`src/rtl/calculator_core_if.sv`:
```
// Button/slider inputs and display outputs of the calculator core, bundled as one interface.
interface calculator_core_if;
    logic        button_clr;
    logic        button_ent;
    logic        button_add;
    logic        button_sub;
    logic        slider_1;
    logic        slider_2;
    logic        slider_3;
    logic        slider_4;
    logic [15:0] disp_bcd;
    logic        disp_neg;
    logic        disp_sel;
    logic        busy;
    logic        overflow;

    modport master (
        output button_clr, button_ent, button_add, button_sub,
        output slider_1, slider_2, slider_3, slider_4,
        input  disp_bcd, disp_neg, disp_sel, busy, overflow
    );

    modport slave (
        input  button_clr, button_ent, button_add, button_sub,
        input  slider_1, slider_2, slider_3, slider_4,
        output disp_bcd, disp_neg, disp_sel, busy, overflow
    );
endinterface

```
`src/rtl/calculator_core.sv`:
```
// Four-digit BCD entry, clamped signed accumulator, and a 14-step double-dabble
// converter that turns |acc| into display digits.
module calculator_core #(
    parameter int ACC_MAX = 9999
) (
    input logic               clk,
    input logic               reset,
    calculator_core_if.slave  bus
);
    typedef enum logic {IDLE = 1'b0, CONV = 1'b1} state_t;

    localparam logic [3:0]          LAST_ITER = 4'd13;
    localparam logic signed [17:0]  LIM_POS   = 18'(ACC_MAX);
    localparam logic signed [17:0]  LIM_NEG   = -18'(ACC_MAX);

    state_t              state_q, state_d;
    logic [3:0]          btn_q, btn_d;      // {sub, add, ent, clr}
    logic [15:0]         entry_q, entry_d;
    logic signed [15:0]  acc_q, acc_d;
    logic [29:0]         dd_q, dd_d;        // {bcd[15:0], binary[13:0]}
    logic [3:0]          iter_q, iter_d;
    logic [15:0]         disp_bcd_q, disp_bcd_d;
    logic                disp_neg_q, disp_neg_d;
    logic                disp_sel_q, disp_sel_d;
    logic                busy_q, busy_d;
    logic                overflow_q, overflow_d;

    logic [3:0]          btn_now, rise, sld;
    logic [15:0]         entry_inc, adj_bcd;
    logic [29:0]         dd_step;
    logic [13:0]         entry_val, mag;
    logic signed [17:0]  acc_ext, ent_ext, sum, clamped;
    logic                clamp_hit;

    assign btn_now = {bus.button_sub, bus.button_add, bus.button_ent, bus.button_clr};
    assign sld     = {bus.slider_4, bus.slider_3, bus.slider_2, bus.slider_1};
    assign rise    = btn_now & ~btn_q;

    generate
        for (genvar gi = 0; gi < 4; gi++) begin : g_digit
            logic [3:0] ent_d;
            logic [3:0] bcd_d;
            assign ent_d = entry_q[gi*4 +: 4];
            assign entry_inc[gi*4 +: 4] = !sld[gi] ? ent_d :
                                          (ent_d == 4'd9) ? 4'd0 : ent_d + 4'd1;
            assign bcd_d = dd_q[14 + gi*4 +: 4];
            assign adj_bcd[gi*4 +: 4] = (bcd_d >= 4'd5) ? bcd_d + 4'd3 : bcd_d;
        end
    endgenerate

    assign dd_step   = {adj_bcd, dd_q[13:0]} << 1;
    assign entry_val = 14'(entry_q[15:12]) * 14'd1000 + 14'(entry_q[11:8]) * 14'd100
                     + 14'(entry_q[7:4]) * 14'd10 + 14'(entry_q[3:0]);
    assign acc_ext   = 18'(acc_q);
    assign ent_ext   = 18'(entry_val);
    // add outranks sub when both rise together
    assign sum       = rise[2] ? acc_ext + ent_ext : acc_ext - ent_ext;
    assign clamp_hit = (sum > LIM_POS) || (sum < LIM_NEG);
    assign clamped   = (sum > LIM_POS) ? LIM_POS : (sum < LIM_NEG) ? LIM_NEG : sum;
    assign mag       = clamped[17] ? 14'(-clamped) : 14'(clamped);

    always_comb begin
        state_d    = state_q;
        btn_d      = btn_now;
        entry_d    = entry_q;
        acc_d      = acc_q;
        dd_d       = dd_q;
        iter_d     = iter_q;
        disp_bcd_d = disp_bcd_q;
        disp_neg_d = disp_neg_q;
        disp_sel_d = disp_sel_q;
        busy_d     = busy_q;
        overflow_d = overflow_q;

        if (rise[0]) begin
            state_d    = IDLE;
            entry_d    = '0;
            acc_d      = '0;
            iter_d     = '0;
            disp_bcd_d = '0;
            disp_neg_d = 1'b0;
            disp_sel_d = 1'b0;
            busy_d     = 1'b0;
            overflow_d = 1'b0;
        end else if (state_q == IDLE) begin
            if (rise[1]) begin
                entry_d    = entry_inc;
                disp_bcd_d = entry_inc;
                disp_neg_d = 1'b0;
                disp_sel_d = 1'b0;
            end else if (rise[2] || rise[3]) begin
                acc_d      = 16'(clamped);
                overflow_d = overflow_q | clamp_hit;
                entry_d    = '0;
                dd_d       = {16'd0, mag};
                iter_d     = '0;
                busy_d     = 1'b1;
                state_d    = CONV;
            end
        end else begin
            // Conversion in progress: ent/add/sub are dropped, display holds.
            dd_d   = dd_step;
            iter_d = iter_q + 4'd1;
            if (iter_q == LAST_ITER) begin
                state_d    = IDLE;
                busy_d     = 1'b0;
                disp_bcd_d = dd_step[29:14];
                disp_neg_d = acc_q[15];
                disp_sel_d = 1'b1;
            end
        end
    end

    always_ff @(posedge clk) begin
        if (reset) begin
            state_q    <= IDLE;
            btn_q      <= 4'hF;
            entry_q    <= '0;
            acc_q      <= '0;
            dd_q       <= '0;
            iter_q     <= '0;
            disp_bcd_q <= '0;
            disp_neg_q <= 1'b0;
            disp_sel_q <= 1'b0;
            busy_q     <= 1'b0;
            overflow_q <= 1'b0;
        end else begin
            state_q    <= state_d;
            btn_q      <= btn_d;
            entry_q    <= entry_d;
            acc_q      <= acc_d;
            dd_q       <= dd_d;
            iter_q     <= iter_d;
            disp_bcd_q <= disp_bcd_d;
            disp_neg_q <= disp_neg_d;
            disp_sel_q <= disp_sel_d;
            busy_q     <= busy_d;
            overflow_q <= overflow_d;
        end
    end

    assign bus.disp_bcd = disp_bcd_q;
    assign bus.disp_neg = disp_neg_q;
    assign bus.disp_sel = disp_sel_q;
    assign bus.busy     = busy_q;
    assign bus.overflow = overflow_q;
endmodule

```
`src/flat_wrapper.sv`:
```
// flat-port wrapper written by rule: the top's interface ports become plain ports
module calculator_core_flat 
#(
    parameter int ACC_MAX = 9999
)
  (clk, reset, bus_button_clr, bus_button_ent, bus_button_add, bus_button_sub, bus_slider_1, bus_slider_2, bus_slider_3, bus_slider_4, bus_disp_bcd, bus_disp_neg, bus_disp_sel, bus_busy, bus_overflow);
  calculator_core_if bus_i ();
  input logic clk;
  input logic reset;
  input wire logic [$bits(bus_i.button_clr)-1:0] bus_button_clr;
  input wire logic [$bits(bus_i.button_ent)-1:0] bus_button_ent;
  input wire logic [$bits(bus_i.button_add)-1:0] bus_button_add;
  input wire logic [$bits(bus_i.button_sub)-1:0] bus_button_sub;
  input wire logic [$bits(bus_i.slider_1)-1:0] bus_slider_1;
  input wire logic [$bits(bus_i.slider_2)-1:0] bus_slider_2;
  input wire logic [$bits(bus_i.slider_3)-1:0] bus_slider_3;
  input wire logic [$bits(bus_i.slider_4)-1:0] bus_slider_4;
  output wire logic [$bits(bus_i.disp_bcd)-1:0] bus_disp_bcd;
  output wire logic [$bits(bus_i.disp_neg)-1:0] bus_disp_neg;
  output wire logic [$bits(bus_i.disp_sel)-1:0] bus_disp_sel;
  output wire logic [$bits(bus_i.busy)-1:0] bus_busy;
  output wire logic [$bits(bus_i.overflow)-1:0] bus_overflow;
  assign bus_i.button_clr = bus_button_clr;
  assign bus_i.button_ent = bus_button_ent;
  assign bus_i.button_add = bus_button_add;
  assign bus_i.button_sub = bus_button_sub;
  assign bus_i.slider_1 = bus_slider_1;
  assign bus_i.slider_2 = bus_slider_2;
  assign bus_i.slider_3 = bus_slider_3;
  assign bus_i.slider_4 = bus_slider_4;
  assign bus_disp_bcd = bus_i.disp_bcd;
  assign bus_disp_neg = bus_i.disp_neg;
  assign bus_disp_sel = bus_i.disp_sel;
  assign bus_busy = bus_i.busy;
  assign bus_overflow = bus_i.overflow;
  calculator_core #(.ACC_MAX(ACC_MAX)) u_core (.clk(clk), .reset(reset), .bus(bus_i));
endmodule
```
`config.mk`:
```
export PLATFORM = sky130hd
export DESIGN_NAME = calculator_core_flat
export DESIGN_NICKNAME = d
export VERILOG_FILES = /design/src/rtl/calculator_core_if.sv /design/src/rtl/calculator_core.sv /design/src/flat_wrapper.sv
export SDC_FILE = /design/constraint.sdc
export NUM_CORES = 1
export LEC_CHECK = 0
export ABC_AREA = 1
export BUFFER_PORTS_ARGS = -buffer_cell sky130_fd_sc_hd__buf_2
export CAP_MARGIN = 5
export CORE_ASPECT_RATIO = 1.75
export CORE_UTILIZATION = 65
export DETAILED_ROUTE_END_ITERATION = 10
export PLACE_DENSITY_LB_ADDON = 0.08
export SYNTH_ARGS = -nofsm -noshare
export SYNTH_HDL_FRONTEND = slang
export SYNTH_SLANG_ARGS = --single-unit
```
`constraint.sdc`:
```
create_clock -name clk -period 17.4 [get_ports clk]
set_input_delay 2.61 -clock clk [delete_from_list [all_inputs] [get_ports clk]]
set_output_delay 2.61 -clock clk [all_outputs]
set_load 0.01 [all_outputs]
```
==> Flow_metrics.wiki, run 1 <==
{| class="wikitable"
! Metric !! Value
|-
| Outcome || complete, but fails checks
|-
| Failing checks || DRC
|-
| Sequential element share of the synthesized area || 0.236
|-
| Clock tree from TritonCTS || yes
|-
| Quantity of hold-fixing buffers added after cts || 0
|-
| Count of endpoints failing setup in the final report || 0
|-
| Shortest clock period the worst path allows after layout || 7.92 ns
|-
| Share of final-layout standard cells stronger than drive strength 1 || 0.0746
|-
| Post-layout instance count excluding filler cells || 1301
|-
| Synthesized net count || 1261
|-
| Placement Cell Area || 7920 um^2
|-
| Total clock buffers created by CTS || 9
|-
| Crit end category || register
|-
| Full die area || 12300 um^2
|-
| Final clock skew || 0.00804 ns
|-
| Finished Core Util || 0.712
|-
| Startpoint types || register
|-
| Cell occurring most often along the worst timing path || sky130_fd_sc_hd__ha_1
|-
| Final critical-path share of the clock period || 0.455
|-
| CORE AREA || 11600 um^2
|-
| Net total in the final layout || 1272
|-
| Number of instances in the synthesized netlist || 1151
|-
| Detail-routed net length per standard cell || 14.7 um
|-
| Critical path required time || 17.61 ns
|-
| Pins Over Slew Limit || 0
|-
| Global-route wire length before repair || 31800 um
|-
| Worst-Margin Slew || 1.08 ns
|-
| Quantity of I/O buffers inserted on ports || 29
|-
| Fillers || 1035
|-
| Worst endpoint data arrival time || 8.13 ns
|-
| Number of warning messages in the yosys log || 0
|-
| RePlAce Congestion || 0.980
|-
| Most repeated cell in the gate-level netlist after synthesis || sky130_fd_sc_hd__nand2_1
|-
| Number of placed instances, taps included || 1286
|-
| TNS Setup || 0 ns
|-
| Share of async-settable or async-resettable flops after synthesis || 0
|-
| Unique masters post-synth || 48
|-
| Maxcap violations || 0
|-
| Cell types with the largest area share after synthesis || sky130_fd_sc_hd__dfxtp_1, sky130_fd_sc_hd__ha_1, sky130_fd_sc_hd__nand2_1
|-
| Number of synthesized register bits || 91
|-
| Post-synth design cell area || 7710 um^2
|-
| 1st-pass router iterations || 9
|-
| Mean Syn Cell Area || 6.70 um^2
|-
| Leakage power of the design || 4.22 nW
|-
| Layout Area Growth over Synthesis || 6.89%
|-
| Primary FF master, synth || sky130_fd_sc_hd__dfxtp_1
|-
| Ports || 30
|-
| Worst vdd rail ir drop || 0.0629 mV
|-
| Library cell contributing the largest single delay on the critical path || sky130_fd_sc_hd__fa_1
|-
| Most common library cells after synthesis || sky130_fd_sc_hd__nand2_1, sky130_fd_sc_hd__inv_1, sky130_fd_sc_hd__a21oi_1
|-
| Vias || 7414
|-
| Library cell with the largest summed area after synthesis || sky130_fd_sc_hd__dfxtp_1
|-
| Final hold viol count || 0
|-
| Classification of the worst-slack hold path || register to register
|-
| Number of H-tree levels || 3
|-
| Number of synthesized flops with an enable pin || 0
|-
| CP max stage delay || 0.53 ns
|-
| Clock insertion delay at the later pin of the skew report || 0.34 ns
|-
| Die Span X || 84.4 um
|-
| Drt total wl || 19100 um
|-
| Crit Path Class || register to register
|-
| DRC violation total after the first TritonRoute iteration || 303
|-
| Total DRC errors in the routed layout || 2
|-
| Overflow left after global routing || 0
|-
| Count of clock tree sinks || 91
|-
| Post-route cell area || 8250 um^2
|-
| Placement row count || 52
|-
| Clock transition at path regs || 0.07 ns
|-
| Number of cells upsized or downsized after cts || 0
|-
| RSZ-0062 raised after global routing || no
|-
| Antenna Nets Post-Route || 0
|-
| Total routing resource utilization after global routing || 0.319
|-
| Number of buffers inserted by post-CTS setup repair || 0
|-
| Die Height || 146 um
|-
| Path depth of the worst reg2reg path || 35
|-
| Fraction of synthesized cell area taken by the top area cell type || 0.236
|-
| Worst hold slack across all endpoints || 0.467 ns
|-
| Starting density of the core || 0.666
|-
| Number of antenna violations at the first check in global routing || 0
|-
| Relative slew slack || 0.277
|-
| Detailed-route vias per instance || 5.70
|-
| CTS Root Cell || sky130_fd_sc_hd__clkbuf_16
|-
| Pin count of the biggest net entering global routing || 49
|-
| Via count of the first global-routing pass || 7152
|-
| Clock tree buffer depth || 2
|-
| Worst-path maximum fanout || 15
|-
| Count of inserted antenna diode cells || 0
|-
| Max Clock Freq || 0.126 GHz
|-
| Worst hold path depth || 2
|-
| DPL Wire Length || 14900 um
|-
| Areal power density over the cells || 92.6 nW/um^2
|}
[flip-flops by register name, summed over array words and instances, names as in the netlist]
| register | flops |
|---|---|
| u_core.bus.disp_neg | 1 |
| u_core.state_q | 1 |
| u_core.bus.overflow | 1 |
| u_core.dd_q | 30 |
| u_core.bus.busy | 1 |
| u_core.entry_q | 16 |
| u_core.acc_q | 16 |
| u_core.bus.disp_sel | 1 |
| u_core.iter_q | 4 |
| u_core.btn_q | 4 |
| u_core.bus.disp_bcd | 16 |
[worst paths after layout]
kind	from	end	slack, ns
max	u_core.entry_q[14]$_SDFFE_PP0P_	u_core.dd_q[4]$_SDFFE_PP0P_	9.48
min	u_core.dd_q[5]$_SDFFE_PP0P_	u_core.dd_q[5]$_SDFFE_PP0P_	0.47
max reg2reg	u_core.entry_q[14]$_SDFFE_PP0P_	u_core.dd_q[4]$_SDFFE_PP0P_	9.48
min reg2reg	u_core.dd_q[5]$_SDFFE_PP0P_	u_core.dd_q[5]$_SDFFE_PP0P_	0.47
[cell usage in the layout, fill, tap and decap left out, types with 3 or more instances in the layout]
cell,netlist,routed
sky130_fd_sc_hd__nand2_4,3,3
sky130_fd_sc_hd__ha_1,82,82
sky130_fd_sc_hd__buf_4,1,4
sky130_fd_sc_hd__nand2_1,260,260
sky130_fd_sc_hd__nor2_1,99,99
sky130_fd_sc_hd__clkbuf_16,0,9
sky130_fd_sc_hd__fa_1,18,18
sky130_fd_sc_hd__a211oi_1,4,4
sky130_fd_sc_hd__o211ai_1,9,9
sky130_fd_sc_hd__nand3_1,67,67
sky130_fd_sc_hd__o21ai_0,70,70
sky130_fd_sc_hd__nand3_2,4,4
sky130_fd_sc_hd__nor3_1,13,13
sky130_fd_sc_hd__inv_2,8,8
sky130_fd_sc_hd__o22ai_1,3,3
sky130_fd_sc_hd__nand4_1,14,14
sky130_fd_sc_hd__o221ai_1,3,3
sky130_fd_sc_hd__inv_1,180,180
sky130_fd_sc_hd__a21oi_2,3,3
sky130_fd_sc_hd__xor2_1,23,23
sky130_fd_sc_hd__o21ai_1,3,3
sky130_fd_sc_hd__buf_2,1,29
sky130_fd_sc_hd__a31oi_1,12,12
sky130_fd_sc_hd__dfxtp_1,91,91
sky130_fd_sc_hd__or2_2,5,5
sky130_fd_sc_hd__xnor2_1,10,10
sky130_fd_sc_hd__nand2_2,6,6
sky130_fd_sc_hd__a21oi_1,103,103
[power by group]
| group | leakage (nW) | internal (mW) | switching (mW) |
|---|---|---|---|
| sequential | 0.742 | 0.225 | 0.0136 |
| clock | 0.156 | 0.130 | 0.0841 |
| combinational | 3.32 | 0.0973 | 0.214 |
[cells by family (layout without fill, tap and decap cells)]
family	after synthesis	in the layout	share of synthesized area
AOI/OAI and AO/OA	223	223	0.161
xor gates and xnor gates	36	36	0.0452
adders and majority gates	100	100	0.180
buffers and inverters	221	236	0.109
DFF	91	91	0.236
and+or+nand+nor	480	480	0.269
[per-stage QoR]
step	setup WS (ns)	power (mW)
2_1_floorplan	10.19	0.476
3_3_place_gp	9.68	0.540
3_5_place_dp	9.52	0.544
4_1_cts	9.51	0.756
5_1_grt	8.71	0.811
6_report	9.48	0.764
[per-layer routing]
metal  GRT usage  vias up  wire length (um)
met1       0.337     3403              7240
li1            -     3748                 -
met4       0.157        0               876
met2       0.613      199             10200
met3      0.0350       64               799
met5           0        -                 0
[cell type report]
class,count,area (um^2),share of cell area
flip-flops and latches,91,1820,0.221
clock buffers,10,239,0.0290
well taps,135,169,0.0205
repair buffers,33,175,0.0212
multi-input cells,839,5050,0.613
clock inverters,5,85.1,0.0103
inverters,188,706,0.0856
[critical path, delay by kind of cell (launching register included)]
family	cells	cell delay, ns
AOI/OAI and AO/OA	10	1.86
xor gates and xnor gates	1	0.16
adders and majority gates	9	3.42
buffers and inverters	4	0.25
DFF	1	0.50
and+or+nand+nor	11	1.60
Power figures use the tool's default switching activity.
==> run 2: changes to the inputs <==
Settings changed: CORE_UTILIZATION 65 to 64.
Clock period 17.4 ns to 7.9 ns, I/O delays scaled along.
==> run 2 against run 1 <==
Effect of this change:
- combinational power grew 140%
- register-to-register slack lost 9.0 ns
- via count grew 1.4%
- hold slack lost 0.0019 ns
- maximum frequency grew 7.1%
- cell count grew 1.1%
- first-iteration DRC count grew 41%
- clock skew grew 0.00067 ns
- wire length grew 6.7%
- the flow now finishes without violations
==> Flow_metrics.wiki, run 2 (same netlist as run 1, synthesis figures left out) <==
{| class="wikitable"
! Metric !! Value
|-
| Outcome || completed
|-
| Fillers || 986 (-4.7%)
|-
| Met2 usage in global routing || 0.635 (+0.0224)
|-
| Quantity of I/O buffers inserted on ports || 29 (unchanged)
|-
| Most common cell after layout, fill and taps aside || sky130_fd_sc_hd__nand2_1
|-
| Post-route cell area || 8510 um^2 (+3.2%)
|-
| Overflow left after global routing || 0 (unchanged)
|-
| RSZ-0062 raised after global routing || no
|-
| GR met1 Demand/Resource || 0.354 (+0.0166)
|-
| Worst endpoint data arrival time || 7.60 ns (-0.53 ns)
|-
| Worst-Margin Slew || 0.952 ns (-0.132 ns)
|-
| Classification of the worst-slack hold path || register to register
|-
| Die Height || 147 um (+0.77%)
|-
| RePlAce Congestion || 0.974 (-0.63%)
|-
| Die Span X || 85.0 um (+0.76%)
|-
| Startpoint types || register
|-
| Sum of internal, switching and leakage power || 1.74 mW (+130%)
|-
| Count of clock tree sinks || 91 (unchanged)
|-
| Areal power density over the cells || 204 nW/um^2 (+120%)
|-
| Via count of the first global-routing pass || 7329 (+2.5%)
|-
| Met3 Use GR || 0.0371 (+0.00203)
|-
| Final clock skew || 0.00871 ns (+0.000674 ns)
|-
| Share of final-layout standard cells stronger than drive strength 1 || 0.111 (+0.0364)
|-
| Placement row count || 52 (unchanged)
|-
| Relative slew slack || 0.365 (+0.0878)
|-
| Drt total wl || 20400 um (+6.7%)
|-
| Multi-input logic area || 5230 um^2 (+3.5%)
|-
| Total DRC errors in the routed layout || 0 (-2)
|-
| Total routing resource utilization after global routing || 0.329 (+0.0107)
|-
| Setup ws final || 0.509 ns (-8.97 ns)
|-
| Count of inserted antenna diode cells || 0 (unchanged)
|-
| Clock transition at path regs || 0.07 ns (about the same)
|-
| Pins Over Slew Limit || 0 (unchanged)
|-
| CTS Root Cell || sky130_fd_sc_hd__clkbuf_16
|-
| 1st-pass router iterations || 6 (-3)
|-
| CORE AREA || 11600 um^2 (+0.56%)
|-
| DRC violation total after the first TritonRoute iteration || 427 (+41%)
|-
| Vias || 7516 (+1.4%)
|-
| Count of endpoints failing setup in the final report || 0 (unchanged)
|-
| Global-route wire length before repair || 33100 um (+4.2%)
|-
| Critical path required time || 8.11 ns (-9.50 ns)
|-
| Largest register FFs || 30 (unchanged)
|-
| Starting density of the core || 0.662 (-0.00372)
|-
| Gr busiest metal || met2
|-
| Final hold viol count || 0 (unchanged)
|-
| Clock tree buffer depth || 2 (unchanged)
|-
| Clock insertion delay at the later pin of the skew report || 0.35 ns (about the same)
|-
| Library cell contributing the largest single delay on the critical path || sky130_fd_sc_hd__fa_1
|-
| Pin count of the biggest net entering global routing || 50 (+2.0%)
|-
| Max Clock Freq || 0.135 GHz (+7.1%)
|-
| CP max stage delay || 0.58 ns (+0.05 ns)
|-
| Setup slack after placement || 0.0584 ns (-9.47 ns)
|-
| Post-layout instance count excluding filler cells || 1315 (+1.1%)
|-
| Top reg by flops || u_core.dd_q
|-
| Number of placed instances, taps included || 1294 (+0.62%)
|-
| Shortest clock period the worst path allows after layout || 7.39 ns (-0.528 ns)
|-
| Final critical-path share of the clock period || 0.936 (+0.480)
|-
| Crit Path Class || register to register
|-
| Worst-path maximum fanout || 8 (-7)
|-
| Net total in the final layout || 1285 (+1.0%)
|-
| Crit end category || register
|-
| Detailed-route vias per instance || 5.72 (+0.30%)
|-
| Worst vdd rail ir drop || 0.109 mV (+74%)
|-
| Cell occurring most often along the worst timing path || sky130_fd_sc_hd__nand2_1
|-
| Leakage power of the design || 4.29 nW (+1.7%)
|-
| Number of antenna violations at the first check in global routing || 0 (unchanged)
|-
| DPL Wire Length || 15200 um (+2.5%)
|-
| Full die area || 12500 um^2 (+1.5%)
|-
| Combined flip-flop and latch cell area || 1830 um^2 (+0.21%)
|-
| Antenna Nets Post-Route || 0 (unchanged)
|-
| Layout Area Growth over Synthesis || 10.4%
|-
| Most frequent cells in the layout || sky130_fd_sc_hd__nand2_1, sky130_fd_sc_hd__inv_1, sky130_fd_sc_hd__a21oi_1
|-
| Detail-routed net length per standard cell || 15.5 um (+5.6%)
|-
| TNS Setup || 0 ns (unchanged)
|-
| Maxcap violations || 0 (unchanged)
|-
| Total clock buffers created by CTS || 9 (unchanged)
|-
| Clock tree from TritonCTS || yes
|-
| Quantity of hold-fixing buffers added after cts || 0 (unchanged)
|-
| Placement Cell Area || 7990 um^2 (+0.79%)
|-
| Ports || 30 (unchanged)
|-
| Number of H-tree levels || 3 (unchanged)
|}
run 2: what timing repair did:
item,4_1_cts,5_1_grt
gates resized for setup,0,36
endpoints found under the setup margin,0,13
buffers inserted,0,5
run 2: worst max-delay path: cells and delay by family (launching register included):
kind,cells,cell delay [ns]
buffers and inverters,6,0.58
XOR/XNOR,3,0.51
adder cells (fa/ha/maj),8,2.88
flip-flops,1,0.42
AND/OR/NAND/NOR,20,2.24
AO/OA/AOI/OAI,4,0.64
run 2: power breakdown:
group	switching (mW)	internal (mW)
clock	0.211	0.253
combinational	0.498	0.249
sequential	0.0289	0.495
run 2: metrics by stage:
stage          hold slack [ns]  utilization
4_1_cts                  0.469        0.713
2_1_floorplan            0.442            -
5_1_grt                  0.491        0.731
3_3_place_gp             0.447        0.686
3_5_place_dp             0.454        0.686
6_report                 0.465        0.731
run 2: final timing paths:
kind | end | slack (ns) | cells past startpoint | from
max reg2reg | u_core.dd_q[12]$_SDFFE_PP0P_ | 0.51 | 41 | u_core.entry_q[15]$_SDFFE_PP0P_
max | u_core.dd_q[12]$_SDFFE_PP0P_ | 0.51 | 41 | u_core.entry_q[15]$_SDFFE_PP0P_
min | u_core.bus.disp_sel$_SDFFE_PP0P_ | 0.47 | 2 | u_core.bus.disp_sel$_SDFFE_PP0P_
min reg2reg | u_core.bus.disp_sel$_SDFFE_PP0P_ | 0.47 | 2 | u_core.bus.disp_sel$_SDFFE_PP0P_
run 2: layer usage:
metal | wire (um) | vias up
met2 | 11200 | 218
met1 | 7580 | 3462
met3 | 856 | 63
met4 | 734 | 0
met5 | 0 | -
li1 | - | 3773
run 2: layout make-up:
cell class                 instances  area share
clock inverter                     7      0.0107
tap                              135      0.0198
multi-input combinational        839       0.614
clock buffer                       9      0.0265
sequential                        91       0.214
inverter                         188      0.0829
timing repair buffer              46      0.0314
==> run 3: changes to the inputs <==
Settings changed: BUFFER_PORTS_ARGS -buffer_cell sky130_fd_sc_hd__buf_2 to -buffer_cell sky130_fd_sc_hd__buf_4.
==> run 3 against run 2 <==
Effect of this change:
- clock skew grew 0.00079 ns
- worst setup slack improved by 0.040 ns
- final area fell by 0.13%
- via count down 1.5%
- total power decreased by 1.3%
- largest cell class unchanged
==> Flow_metrics.wiki, run 3 (same netlist as run 1, synthesis figures left out) <==
{| class="wikitable"
! Metric !! Value
|-
| Total DRC errors in the routed layout || 0 (unchanged)
|-
| Placement row count || 52 (unchanged)
|-
| Number of placed instances, taps included || 1291 (-0.23%)
|-
| Shortest clock period the worst path allows after layout || 7.35 ns (-0.0396 ns)
|-
| Relative slew slack || 0.188 (-0.177)
|-
| Global-route wire length before repair || 31900 um (-3.6%)
|-
| CP max stage delay || 0.53 ns (-0.05 ns)
|-
| Worst vdd rail ir drop || 0.135 mV (+23%)
|-
| Levels on crit path || 42 (+2.4%)
|-
| CORE AREA || 11600 um^2 (unchanged)
|-
| Die Span X || 85.0 um (unchanged)
|-
| RePlAce Congestion || 1.03 (+5.3%)
|-
| Net total in the final layout || 1279 (-0.47%)
|-
| Drt total wl || 19500 um (-4.2%)
|-
| Sum of internal, switching and leakage power || 1.71 mW (-1.3%)
|-
| Antenna Nets Post-Route || 0 (unchanged)
|-
| Total clock buffers created by CTS || 9 (unchanged)
|-
| Clock tree buffer depth || 2 (unchanged)
|-
| Detailed-route vias per instance || 5.66 (-1.1%)
|-
| Ports || 30 (unchanged)
|-
| Number of H-tree levels || 3 (unchanged)
|-
| Vias || 7403 (-1.5%)
|-
| Clock transition at path regs || 0.07 ns (about the same)
|-
| Startpoint types || register
|-
| Final critical-path share of the clock period || 0.931 (-0.00502)
|-
| Share of final-layout standard cells stronger than drive strength 1 || 0.101 (-0.00965)
|-
| Most frequent cells in the layout || sky130_fd_sc_hd__nand2_1, sky130_fd_sc_hd__inv_1, sky130_fd_sc_hd__a21oi_1
|-
| Die Height || 147 um (unchanged)
|-
| Leakage power of the design || 4.26 nW (-0.74%)
|-
| Finished Core Util || 0.730 (-0.000967)
|-
| Pins Over Slew Limit || 0 (unchanged)
|-
| Count of clock tree sinks || 91 (unchanged)
|-
| DRC violation total after the first TritonRoute iteration || 294 (-31%)
|-
| Detail-routed net length per standard cell || 14.9 um (-3.8%)
|-
| Cell occurring most often along the worst timing path || sky130_fd_sc_hd__nand2_1
|-
| Count of inserted antenna diode cells || 0 (unchanged)
|-
| Starting density of the core || 0.662 (unchanged)
|-
| Family with the most delay on the worst path || adder cells
|-
| Overflow left after global routing || 0 (unchanged)
|-
| Classification of the worst-slack hold path || register to register
|-
| Number of antenna violations at the first check in global routing || 0 (unchanged)
|-
| 1st-pass router iterations || 5 (-1)
|-
| Outcome || completed
|-
| Crit Path Class || register to register
|-
| Layout Area Growth over Synthesis || 10.2%
|-
| Count of endpoints failing setup in the final report || 0 (unchanged)
|-
| Maxcap violations || 0 (unchanged)
|-
| Post-layout instance count excluding filler cells || 1309 (-0.46%)
|-
| Final hold viol count || 0 (unchanged)
|-
| Full die area || 12500 um^2 (unchanged)
|-
| Via count of the first global-routing pass || 7263 (-0.90%)
|-
| Crit end category || register
|-
| Path depth of the worst reg2reg path || 42 (+2.4%)
|-
| Quantity of I/O buffers inserted on ports || 29 (unchanged)
|-
| Final clock skew || 0.00950 ns (+0.000786 ns)
|-
| Clock insertion delay at the later pin of the skew report || 0.36 ns (about the same)
|-
| DPL Wire Length || 14700 um (-3.7%)
|-
| Worst hold path depth || 2 (unchanged)
|-
| Pin count of the biggest net entering global routing || 50 (unchanged)
|-
| Total routing resource utilization after global routing || 0.321 (-0.00867)
|-
| Most common cell after layout, fill and taps aside || sky130_fd_sc_hd__nand2_1
|-
| CTS Root Cell || sky130_fd_sc_hd__clkbuf_16
|-
| Worst-Margin Slew || 1.22 ns (+0.265 ns)
|-
| Quantity of hold-fixing buffers added after cts || 0 (unchanged)
|-
| Top reg by flops || u_core.dd_q
|-
| Largest register FFs || 30 (unchanged)
|-
| Worst-path maximum fanout || 7 (-1)
|-
| Max Clock Freq || 0.136 GHz (+0.54%)
|-
| Areal power density over the cells || 201 nW/um^2 (-1.2%)
|-
| Worst endpoint data arrival time || 7.59 ns (about the same)
|-
| Combined buffer and inverter count along the critical path || 9 (+3)
|-
| Clock tree from TritonCTS || yes
|-
| Critical path required time || 8.13 ns (+0.02 ns)
|-
| Library cell contributing the largest single delay on the critical path || sky130_fd_sc_hd__fa_1
|}
## run 3: changes by cell type in the layout (fill, tap and decap cells not counted), sizes merged
cell and change:
buf -6, clkbuf +1, clkinv -1
## run 3: metal layers
layer,wire length [um],share of wire,GRT usage
met1,7370,0.38,0.316
met2,10600,0.54,0.631
met3,739,0.038,0.0438
met4,802,0.041,0.163
met5,0,0,0
## run 3: cell type report
| class | count | area, um^2 |
|---|---|---|
| inverter | 188 | 706 |
| clock inverter | 6 | 82.6 |
| timing repair buffer | 40 | 295 |
| multi-input combinational | 839 | 5180 |
| tap | 135 | 169 |
| sequential | 91 | 1830 |
| fill | 996 | 3140 |
| clock buffer | 10 | 239 |
## run 3: repair_timing
item | in CTS | in global routing
endpoints found under the setup margin | 0 | 14
setup buffers | 0 | 2
resized for setup | 0 | 27
endpoints found under the hold margin | 0 | 0
## run 3: stage by stage
stage	cell area, um^2	hold WS [ns]	setup slack (ns)	TNS (ns)
after CTS	8360	0.467	0.0598	0
after global routing	8500	0.488	-0.0631	-0.144
after floorplan	7710	0.442	0.687	0
after detailed placement	8040	0.456	0.0998	0
final	8500	0.467	0.548	0
after global placement	8040	0.452	0.196	0
## run 3: worst min-delay path: stages, from the launching register on
cell and delay [ns]:
sky130_fd_sc_hd__dfxtp_1 0.31, sky130_fd_sc_hd__nand2_1 0.06, sky130_fd_sc_hd__a21oi_1 0.05
## run 3: report_power, final
group	total, mW	internal [mW]	switching (mW)
Combinational	0.720	0.240	0.480
Sequential	0.525	0.495	0.0293
Clock	0.468	0.261	0.207
## run 3: path summary, 6_finish.rpt
| path | slack [ns] | endpoint | startpoint |
|---|---|---|---|
| max | 0.55 | u_core.dd_q[12]$_SDFFE_PP0P_ | u_core.entry_q[13]$_SDFFE_PP0P_ |
| min | 0.47 | u_core.dd_q[9]$_SDFFE_PP0P_ | u_core.dd_q[9]$_SDFFE_PP0P_ |
| max reg2reg | 0.55 | u_core.dd_q[12]$_SDFFE_PP0P_ | u_core.entry_q[13]$_SDFFE_PP0P_ |
| min reg2reg | 0.47 | u_core.dd_q[9]$_SDFFE_PP0P_ | u_core.dd_q[9]$_SDFFE_PP0P_ |
